--- src/rtl/tmds_pkg.sv ---
// Shared TMDS definitions: control-period symbols, the stage-1 payload and popcount helpers.
package tmds_pkg;

    localparam logic [9:0] CTL_00 = 10'b1101010100;
    localparam logic [9:0] CTL_01 = 10'b0010101011;
    localparam logic [9:0] CTL_10 = 10'b0101010100;
    localparam logic [9:0] CTL_11 = 10'b1010101011;

    // Running disparity stays within +/-10, so 5-bit two's complement is enough.
    localparam int DISP_W = 5;
    typedef logic signed [DISP_W-1:0] disp_t;

    typedef struct packed {
        logic [8:0] q_m;
        logic [3:0] n1q;
        logic       de;
        logic [1:0] ctrl;
        logic       vld;
    } qm_stage_t;

    function automatic logic [3:0] ones8(input logic [7:0] v);
        logic [3:0] n;
        n = '0;
        for (int i = 0; i < 8; i++) begin
            n = n + {3'b000, v[i]};
        end
        return n;
    endfunction

    function automatic logic [9:0] ctl_symbol(input logic [1:0] c);
        logic [9:0] s;
        case (c)
            2'b00:   s = CTL_00;
            2'b01:   s = CTL_01;
            2'b10:   s = CTL_10;
            default: s = CTL_11;
        endcase
        return s;
    endfunction

endpackage

--- src/rtl/tmds_qm_stage.sv ---
// Stage 1 of the TMDS encoder: transition-minimising q_m word plus its ones count, registered.
module tmds_qm_stage
    import tmds_pkg::*;
(
    input  logic       clk,
    input  logic       rst,
    input  logic       i_de,
    input  logic [7:0] i_data,
    input  logic [1:0] i_ctrl,
    output qm_stage_t  o_stage
);

    logic [8:0] w_q_m;
    logic [3:0] w_n1q;
    qm_stage_t  r_stage_p1;

    // XNOR chaining is chosen when it yields fewer transitions; q_m[8] records the choice.
    function automatic logic [8:0] qm_encode(input logic [7:0] d);
        logic [3:0] n1d;
        logic       xnor_sel;
        logic [8:0] q;
        n1d      = ones8(d);
        xnor_sel = (n1d > 4'd4) || ((n1d == 4'd4) && !d[0]);
        q        = '0;
        q[0]     = d[0];
        for (int i = 1; i < 8; i++) begin
            q[i] = xnor_sel ? ~(q[i-1] ^ d[i]) : (q[i-1] ^ d[i]);
        end
        q[8] = ~xnor_sel;
        return q;
    endfunction

    assign w_q_m = qm_encode(i_data);
    assign w_n1q = ones8(w_q_m[7:0]);

    // ---- stage 1 register ----
    always_ff @(posedge clk or posedge rst) begin
        if (rst) begin
            r_stage_p1 <= '0;
        end else begin
            r_stage_p1.q_m  <= w_q_m;
            r_stage_p1.n1q  <= w_n1q;
            r_stage_p1.de   <= i_de;
            r_stage_p1.ctrl <= i_ctrl;
            r_stage_p1.vld  <= 1'b1;
        end
    end

    assign o_stage = r_stage_p1;

endmodule

--- src/rtl/tmds_channel_encoder.sv ---
// DVI TMDS 8b/10b encoder for one colour channel with running-disparity DC balance.
// Two-clock latency: q_m generation, then symbol selection and disparity update.
module tmds_channel_encoder
    import tmds_pkg::*;
#(
    parameter logic [9:0] RESET_SYMBOL = CTL_00
) (
    input  logic       clk,
    input  logic       rst,
    input  logic       de,
    input  logic [7:0] data,
    input  logic [1:0] ctrl,
    output logic [9:0] symbol,
    output logic       de_out
);

    localparam disp_t ZERO  = 5'sd0;
    localparam disp_t TWO   = 5'sd2;
    localparam disp_t EIGHT = 5'sd8;

    qm_stage_t  w_stage_p1;
    disp_t      r_cnt;
    disp_t      w_cnt_next;
    disp_t      w_n1q;
    disp_t      w_n0q;
    logic [9:0] r_symbol_p2;
    logic [9:0] w_symbol_next;
    logic       r_de_p2;
    logic       w_q8;
    logic [7:0] w_qm;

    tmds_qm_stage u_qm_stage (
        .clk     (clk),
        .rst     (rst),
        .i_de    (de),
        .i_data  (data),
        .i_ctrl  (ctrl),
        .o_stage (w_stage_p1)
    );

    function automatic disp_t disp_step(input disp_t cnt, input disp_t bias,
                                        input disp_t plus, input disp_t minus);
        return cnt + bias + plus - minus;
    endfunction

    always_comb begin
        w_n1q         = disp_t'({1'b0, w_stage_p1.n1q});
        w_n0q         = EIGHT - w_n1q;
        w_q8          = w_stage_p1.q_m[8];
        w_qm          = w_stage_p1.q_m[7:0];
        w_symbol_next = RESET_SYMBOL;
        w_cnt_next    = ZERO;
        if (!w_stage_p1.vld) begin
            w_symbol_next = RESET_SYMBOL;
            w_cnt_next    = ZERO;
        end else if (!w_stage_p1.de) begin
            w_symbol_next = ctl_symbol(w_stage_p1.ctrl);
            w_cnt_next    = ZERO;
        end else if ((r_cnt == ZERO) || (w_stage_p1.n1q == 4'd4)) begin
            w_symbol_next = {~w_q8, w_q8, (w_q8 ? w_qm : ~w_qm)};
            w_cnt_next    = w_q8 ? disp_step(r_cnt, ZERO, w_n1q, w_n0q)
                                 : disp_step(r_cnt, ZERO, w_n0q, w_n1q);
        end else if (((r_cnt > ZERO) && (w_stage_p1.n1q > 4'd4)) ||
                     ((r_cnt < ZERO) && (w_stage_p1.n1q < 4'd4))) begin
            // Inverting pulls the running disparity back toward zero.
            w_symbol_next = {1'b1, w_q8, ~w_qm};
            w_cnt_next    = disp_step(r_cnt, (w_q8 ? TWO : ZERO), w_n0q, w_n1q);
        end else begin
            w_symbol_next = {1'b0, w_q8, w_qm};
            w_cnt_next    = disp_step(r_cnt, (w_q8 ? ZERO : -TWO), w_n1q, w_n0q);
        end
    end

    // ---- stage 2 register ----
    always_ff @(posedge clk or posedge rst) begin
        if (rst) begin
            r_symbol_p2 <= RESET_SYMBOL;
            r_cnt       <= ZERO;
            r_de_p2     <= 1'b0;
        end else begin
            r_symbol_p2 <= w_symbol_next;
            r_cnt       <= w_cnt_next;
            r_de_p2     <= w_stage_p1.vld & w_stage_p1.de;
        end
    end

    assign symbol = r_symbol_p2;
    assign de_out = r_de_p2;

endmodule
--- config.mk ---
export PLATFORM = sky130hd
export DESIGN_NAME = tmds_channel_encoder
export DESIGN_NICKNAME = d
export VERILOG_FILES = /design/src/rtl/tmds_pkg.sv /design/src/rtl/tmds_qm_stage.sv /design/src/rtl/tmds_channel_encoder.sv
export SDC_FILE = /design/constraint.sdc
export NUM_CORES = 1
export LEC_CHECK = 0
export CAP_MARGIN = 20
export CORE_MARGIN = 2
export CORE_UTILIZATION = 45
export CTS_CLUSTER_SIZE = 8
export DETAILED_ROUTE_END_ITERATION = 12
export GPL_TIMING_DRIVEN = 0
export HOLD_SLACK_MARGIN = 0.02
export PLACE_DENSITY = 0.68
export REMOVE_ABC_BUFFERS = 1
export SYNTH_ARGS = -nofsm -noshare
export SYNTH_HDL_FRONTEND = slang
export SYNTH_HIERARCHICAL = 1
export SYNTH_SLANG_ARGS = --single-unit
--- constraint.sdc ---
create_clock -name clk -period 3.3 [get_ports clk]
set_input_delay 0.66 -clock clk [delete_from_list [all_inputs] [get_ports clk]]
set_output_delay 0.66 -clock clk [all_outputs]
set_load 0.02 [all_outputs]
==> results.json, run 1 <==
{
  "fp-row-count": 28,
  "hold_buffers": 0,
  "critPathLaunchType": "input pin",
  "synth-edff-count": 0,
  "avgSynthCellArea_um2": 10.5,
  "clk_latency_ps": 280,
  "ys_seq_elements": 33,
  "die_y_um": 81.4,
  "period_minus_slack_ps": 5650,
  "placed_area_um2": 2980,
  "grtUsageTotal": 0.164,
  "yosysTopAreaCellShare": 0.260,
  "place_ws_ps": -3370,
  "synth_common_cells": "inv_1, dfrtp_1, ha_1",
  "crit_path_max_fanout": 2,
  "gp_congestion": 0.837,
  "io_buffers": 23,
  "n_antenna_cell": 0,
  "wl_mm": 4.96,
  "ios": 24,
  "ys_seq_area_frac": 0.309,
  "dp.final_hpwl_mm": 3.82,
  "layout_setup_ws_ps": -2350,
  "synthCells": 257,
  "cts_tree": "built",
  "area_growth_pct": 21.2,
  "clock.fmax_mhz": 177,
  "drive_gt1_frac": 0.176,
  "slew-limit-headroom": 0.549,
  "fin_skew_ps": 6.65,
  "cts_sinks": 33,
  "netlist_top_cells_area": "dfrtp_1, ha_1, fa_1, xnor2_1, inv_1",
  "cp.required_ps": 3470,
  "vias_per_cell": 4.93,
  "firstDrtPassIters": 4,
  "status": "finished with violations",
  "wl_per_cell_um": 13.6,
  "syn_area_um2": 2700,
  "ys.flop_type": "dfrtp_1",
  "dp_cells": 349,
  "max-clock-path-buffers": 2,
  "cp.arrival_ps": 5820,
  "numCtsBuffers": 5,
  "hold_violations": 0,
  "clkTransAtPathRegs_ps": 70,
  "synth_warnings": 6,
  "grt_setup_unrepaired": "true",
  "cts-root-buf": "clkbuf_8",
  "drt_iter0_drc": 39,
  "grt_pass1_vias": 1776,
  "drv_slew": 0,
  "drc_errors": 0,
  "design_area_um2": 3270,
  "cap_violations": 0,
  "core_area_um2": 5850,
  "path_class": "in -> reg",
  "nets": 342,
  "synth_async_sr_flop_share": 1.00,
  "grt_max_degree": 18,
  "grt_pass1_wl_mm": 8.22,
  "worstSetupEndpointType": "register",
  "setup_viol": 9,
  "synth.most_common_cell": "inv_1",
  "antenna_left": 0,
  "chipWidth_um": 81.4,
  "via_count": 1796,
  "start_util": 0.461,
  "violations": "negative setup slack",
  "antenna_found_initial": 0,
  "grt_overflow": 0,
  "yosysTopAreaCell": "dfrtp_1",
  "htree_levels": 2,
  "period_share": 1.71,
  "worstMarginPinSlew_ps": 671,
  "synthDistinctLibCells": 49,
  "instances_no_fill": 364,
  "hold_path_class": "reg -> reg",
  "utilization": 0.558,
  "die-area_um2": 6620
}
sequential cells by signal, summed over array words and instances (netlist names):
register	flops
u_qm_stage/o_stage	17
symbol	10
de_out	1
r_cnt	5
final cells by class:
| cell class | instances | area [um^2] |
|---|---|---|
| fill | 510 | 2580 |
| multi-input combinational | 172 | 1730 |
| sequential | 33 | 833 |
| timing repair buffer | 30 | 292 |
| inverter | 46 | 179 |
| tap | 75 | 93.8 |
| clock buffer | 5 | 68.8 |
| clock inverter | 3 | 65.1 |
metrics by stage:
stage	setup TNS [ps]	hold slack [ps]
after global placement	-17600	498
after CTS	-10620	509
after floorplan	-10890	465
final	-9960	511
after global routing	-11090	552
after detailed placement	-18250	499
worst max-delay path, cell delays in order:
cell and delay, ps:
buf_8 80, inv_6 30, fa_1 540, fa_1 430, fa_1 530, inv_2 50
ha_4 160, fa_2 530, nor3b_2 50, o22ai_2 200, clkinv_2 120, xnor2_2 150
fa_1 550, xor2_1 170, ha_1 270, fa_2 570, ha_4 140, inv_2 30
fa_2 500, inv_1 40
metal layers:
metal / track usage / wire length (um) / up-vias / part of all wire
li1: - / - / 911 / -
met3: 0.0200 / 104 / 2 / 0.021
met4: 0.0407 / 30 / 0 / 0.0061
met5: 0 / 0 / - / 0
met2: 0.288 / 2580 / 23 / 0.52
met1: 0.213 / 2240 / 860 / 0.45
path summary, 6_finish.rpt:
path | start | to | slack [ps] | depth (start not counted)
max | data[0] | u_qm_stage/o_stage[5]$_DFF_PP0_ | -2350 | 20
min | u_qm_stage/o_stage[0]$_DFF_PP0_ | symbol[9]$_DFF_PP1_ | 510 | 1
max reg2reg | u_qm_stage/o_stage[4]$_DFF_PP0_ | r_cnt[4]$_DFF_PP0_ | 170 | 12
min reg2reg | u_qm_stage/o_stage[0]$_DFF_PP0_ | symbol[9]$_DFF_PP1_ | 510 | 1
max in group asynchronous | rst | u_qm_stage/o_stage[16]$_DFF_PP0_ | 2070 | 2
min in group asynchronous | rst | symbol[1]$_DFF_PP0_ | 780 | 2
cell usage in the layout, fill, tap and decap left out, types with 3 or more instances in the layout:
cell type,netlist,layout
a2111oi_0,3,3
dfstp_2,5,5
o211ai_1,3,3
clkbuf_8,0,5
xnor2_1,25,22
a211oi_1,7,7
nand2b_1,5,5
ha_1,27,25
a21o_1,4,4
fa_2,0,3
inv_1,45,40
buf_4,0,5
dfrtp_1,28,27
fa_1,14,11
inv_2,0,4
o21ai_0,5,5
nand2_1,13,13
nor2_1,8,8
nor3_1,4,3
buf_6,2,3
xnor3_1,5,5
clkdlybuf4s50_1,0,20
a21oi_1,14,13
xor2_1,6,6
cell families (layout without fill, tap and decap cells):
logic type / after synthesis / in the layout / share of synthesized area
AOI/OAI and AO/OA: 50 / 50 / 0.143
xor gates and xnor gates: 38 / 38 / 0.157
adders and majority gates: 41 / 41 / 0.229
buffers and inverters: 52 / 84 / 0.0785
DFF: 33 / 33 / 0.309
muxes: 2 / 2 / 0.00743
other: 1 / 1 / 0.00139
and+or+nand+nor: 40 / 40 / 0.0748
what timing repair did:
| action | in CTS | in global routing |
|---|---|---|
| setup endpoints to repair | 9 | 10 |
| pin swaps | 13 | 6 |
| gates resized for setup | 39 | 4 |
| buffers inserted | 7 | 0 |
Power of run 1 is not shown: default switching activity piles up to over one toggle a cycle in this logic, so the estimate is an artifact.
==> inputs of run 2 (changes only) <==
- ABC_CLOCK_PERIOD_IN_PS: unset -> 3300
- CTS_CLUSTER_DIAMETER: unset -> 100
- SKIP_CTS_REPAIR_TIMING: unset -> 1
==> results.json, run 2 (synthesis gave the netlist of run 1 again) <==
{
  "status": "finished with violations",
  "violations": "negative setup slack",
  "worstMarginPinSlew_ps": 671,
  "die-area_um2": 6620,
  "period_share": 1.75,
  "grt_max_degree": 18,
  "clk_latency_ps": 280,
  "grt_util_met2": 0.273,
  "fin_skew_ps": 6.12,
  "instances_no_fill": 364,
  "worstSetupEndpointType": "register",
  "cts_sinks": 33,
  "critPathLaunchType": "input pin",
  "path_class": "in -> reg",
  "vias_per_cell": 4.92,
  "numCtsBuffers": 5,
  "fp-row-count": 28,
  "grt_pass1_vias": 1722,
  "setup_viol": 9,
  "htree_levels": 2,
  "hold_violations": 0,
  "layout_common_cells": "inv_1, dfrtp_1, ha_1",
  "fin_setup_tns_ps": -10360,
  "cap_violations": 0,
  "slew-limit-headroom": 0.549,
  "n_antenna_cell": 0,
  "utilization": 0.552,
  "cp.required_ps": 3470,
  "drt_iter0_drc": 42,
  "grt_util_met3": 0.0200,
  "grt_setup_unrepaired": "true",
  "drv_slew": 0,
  "chipWidth_um": 81.4,
  "grt_overflow": 0,
  "drive_gt1_frac": 0.173,
  "drc_errors": 0,
  "wl_mm": 4.92,
  "place_ws_ps": -3370,
  "wl_per_cell_um": 13.5,
  "cp.arrival_ps": 5940,
  "grt-busiest-layer": "met2",
  "firstDrtPassIters": 4,
  "period_minus_slack_ps": 5760,
  "dp.final_hpwl_mm": 3.82,
  "gp_congestion": 0.837,
  "crit_path_max_fanout": 4,
  "start_util": 0.461,
  "layout_commonest_cell": "inv_1",
  "holdPathStages": 1,
  "antenna_found_initial": 0,
  "via_count": 1792,
  "antenna_left": 0,
  "cts-root-buf": "clkbuf_8",
  "nets": 342,
  "core_area_um2": 5850,
  "largest_reg_flops": 17,
  "clock.fmax_mhz": 173,
  "max-clock-path-buffers": 2,
  "clkTransAtPathRegs_ps": 70,
  "met1_usage": 0.202,
  "dp_cells": 349,
  "grtUsageTotal": 0.156,
  "cts_tree": "built",
  "grt_pass1_wl_mm": 7.86,
  "r2r_cells": 12,
  "hold_path_class": "in -> reg",
  "die_y_um": 81.4,
  "layout_setup_ws_ps": -2460,
  "area_growth_pct": 19.9,
  "ios": 24,
  "io_buffers": 23
}
[run 2: stage by stage]
step                      hold WS [ps]  area, um^2
final                              499        3230
after floorplan                    465        2660
after global placement             498        2980
after detailed placement           499        2980
after CTS                          509        3110
after global routing               486        3230
[run 2: critical path, cell delays in order]
cell and delay [ps]:
buf_8 80, inv_4 30, fa_1 550, fa_1 450, fa_1 570, inv_1 50, ha_2 180, fa_2 530
nor3b_2 50, o22ai_2 200, inv_2 100, xnor2_2 150, fa_1 580, xor2_1 190, ha_1 270, fa_1 550
ha_4 160, inv_2 30, fa_2 520, inv_2 30
[run 2: cell type report]
cell class	instances	area (um^2)
clock buffer	5	68.8
fill	521	2620
timing repair buffer	30	284
sequential	33	833
multi-input combinational	172	1710
inverter	46	175
tap	75	93.8
clock inverter	3	65.1
[run 2: final timing paths]
kind | endpoint | slack, ps | startpoint
max | u_qm_stage/o_stage[5]$_DFF_PP0_ | -2460 | data[0]
min | u_qm_stage/o_stage[8]$_DFF_PP0_ | 500 | data[0]
max reg2reg | r_cnt[4]$_DFF_PP0_ | 180 | u_qm_stage/o_stage[4]$_DFF_PP0_
min reg2reg | symbol[9]$_DFF_PP1_ | 510 | u_qm_stage/o_stage[0]$_DFF_PP0_
max in group asynchronous | u_qm_stage/o_stage[16]$_DFF_PP0_ | 2070 | rst
min in group asynchronous | symbol[1]$_DFF_PP0_ | 780 | rst
[run 2: layer usage]
layer / wire length [um] / share of wire / vias to the layer above
met4: 30 / 0.0061 / 0
met3: 122 / 0.025 / 2
met2: 2540 / 0.52 / 29
met1: 2230 / 0.45 / 852
met5: 0 / 0 / -
li1: - / - / 909
Power of run 2 is left out for the same reason.
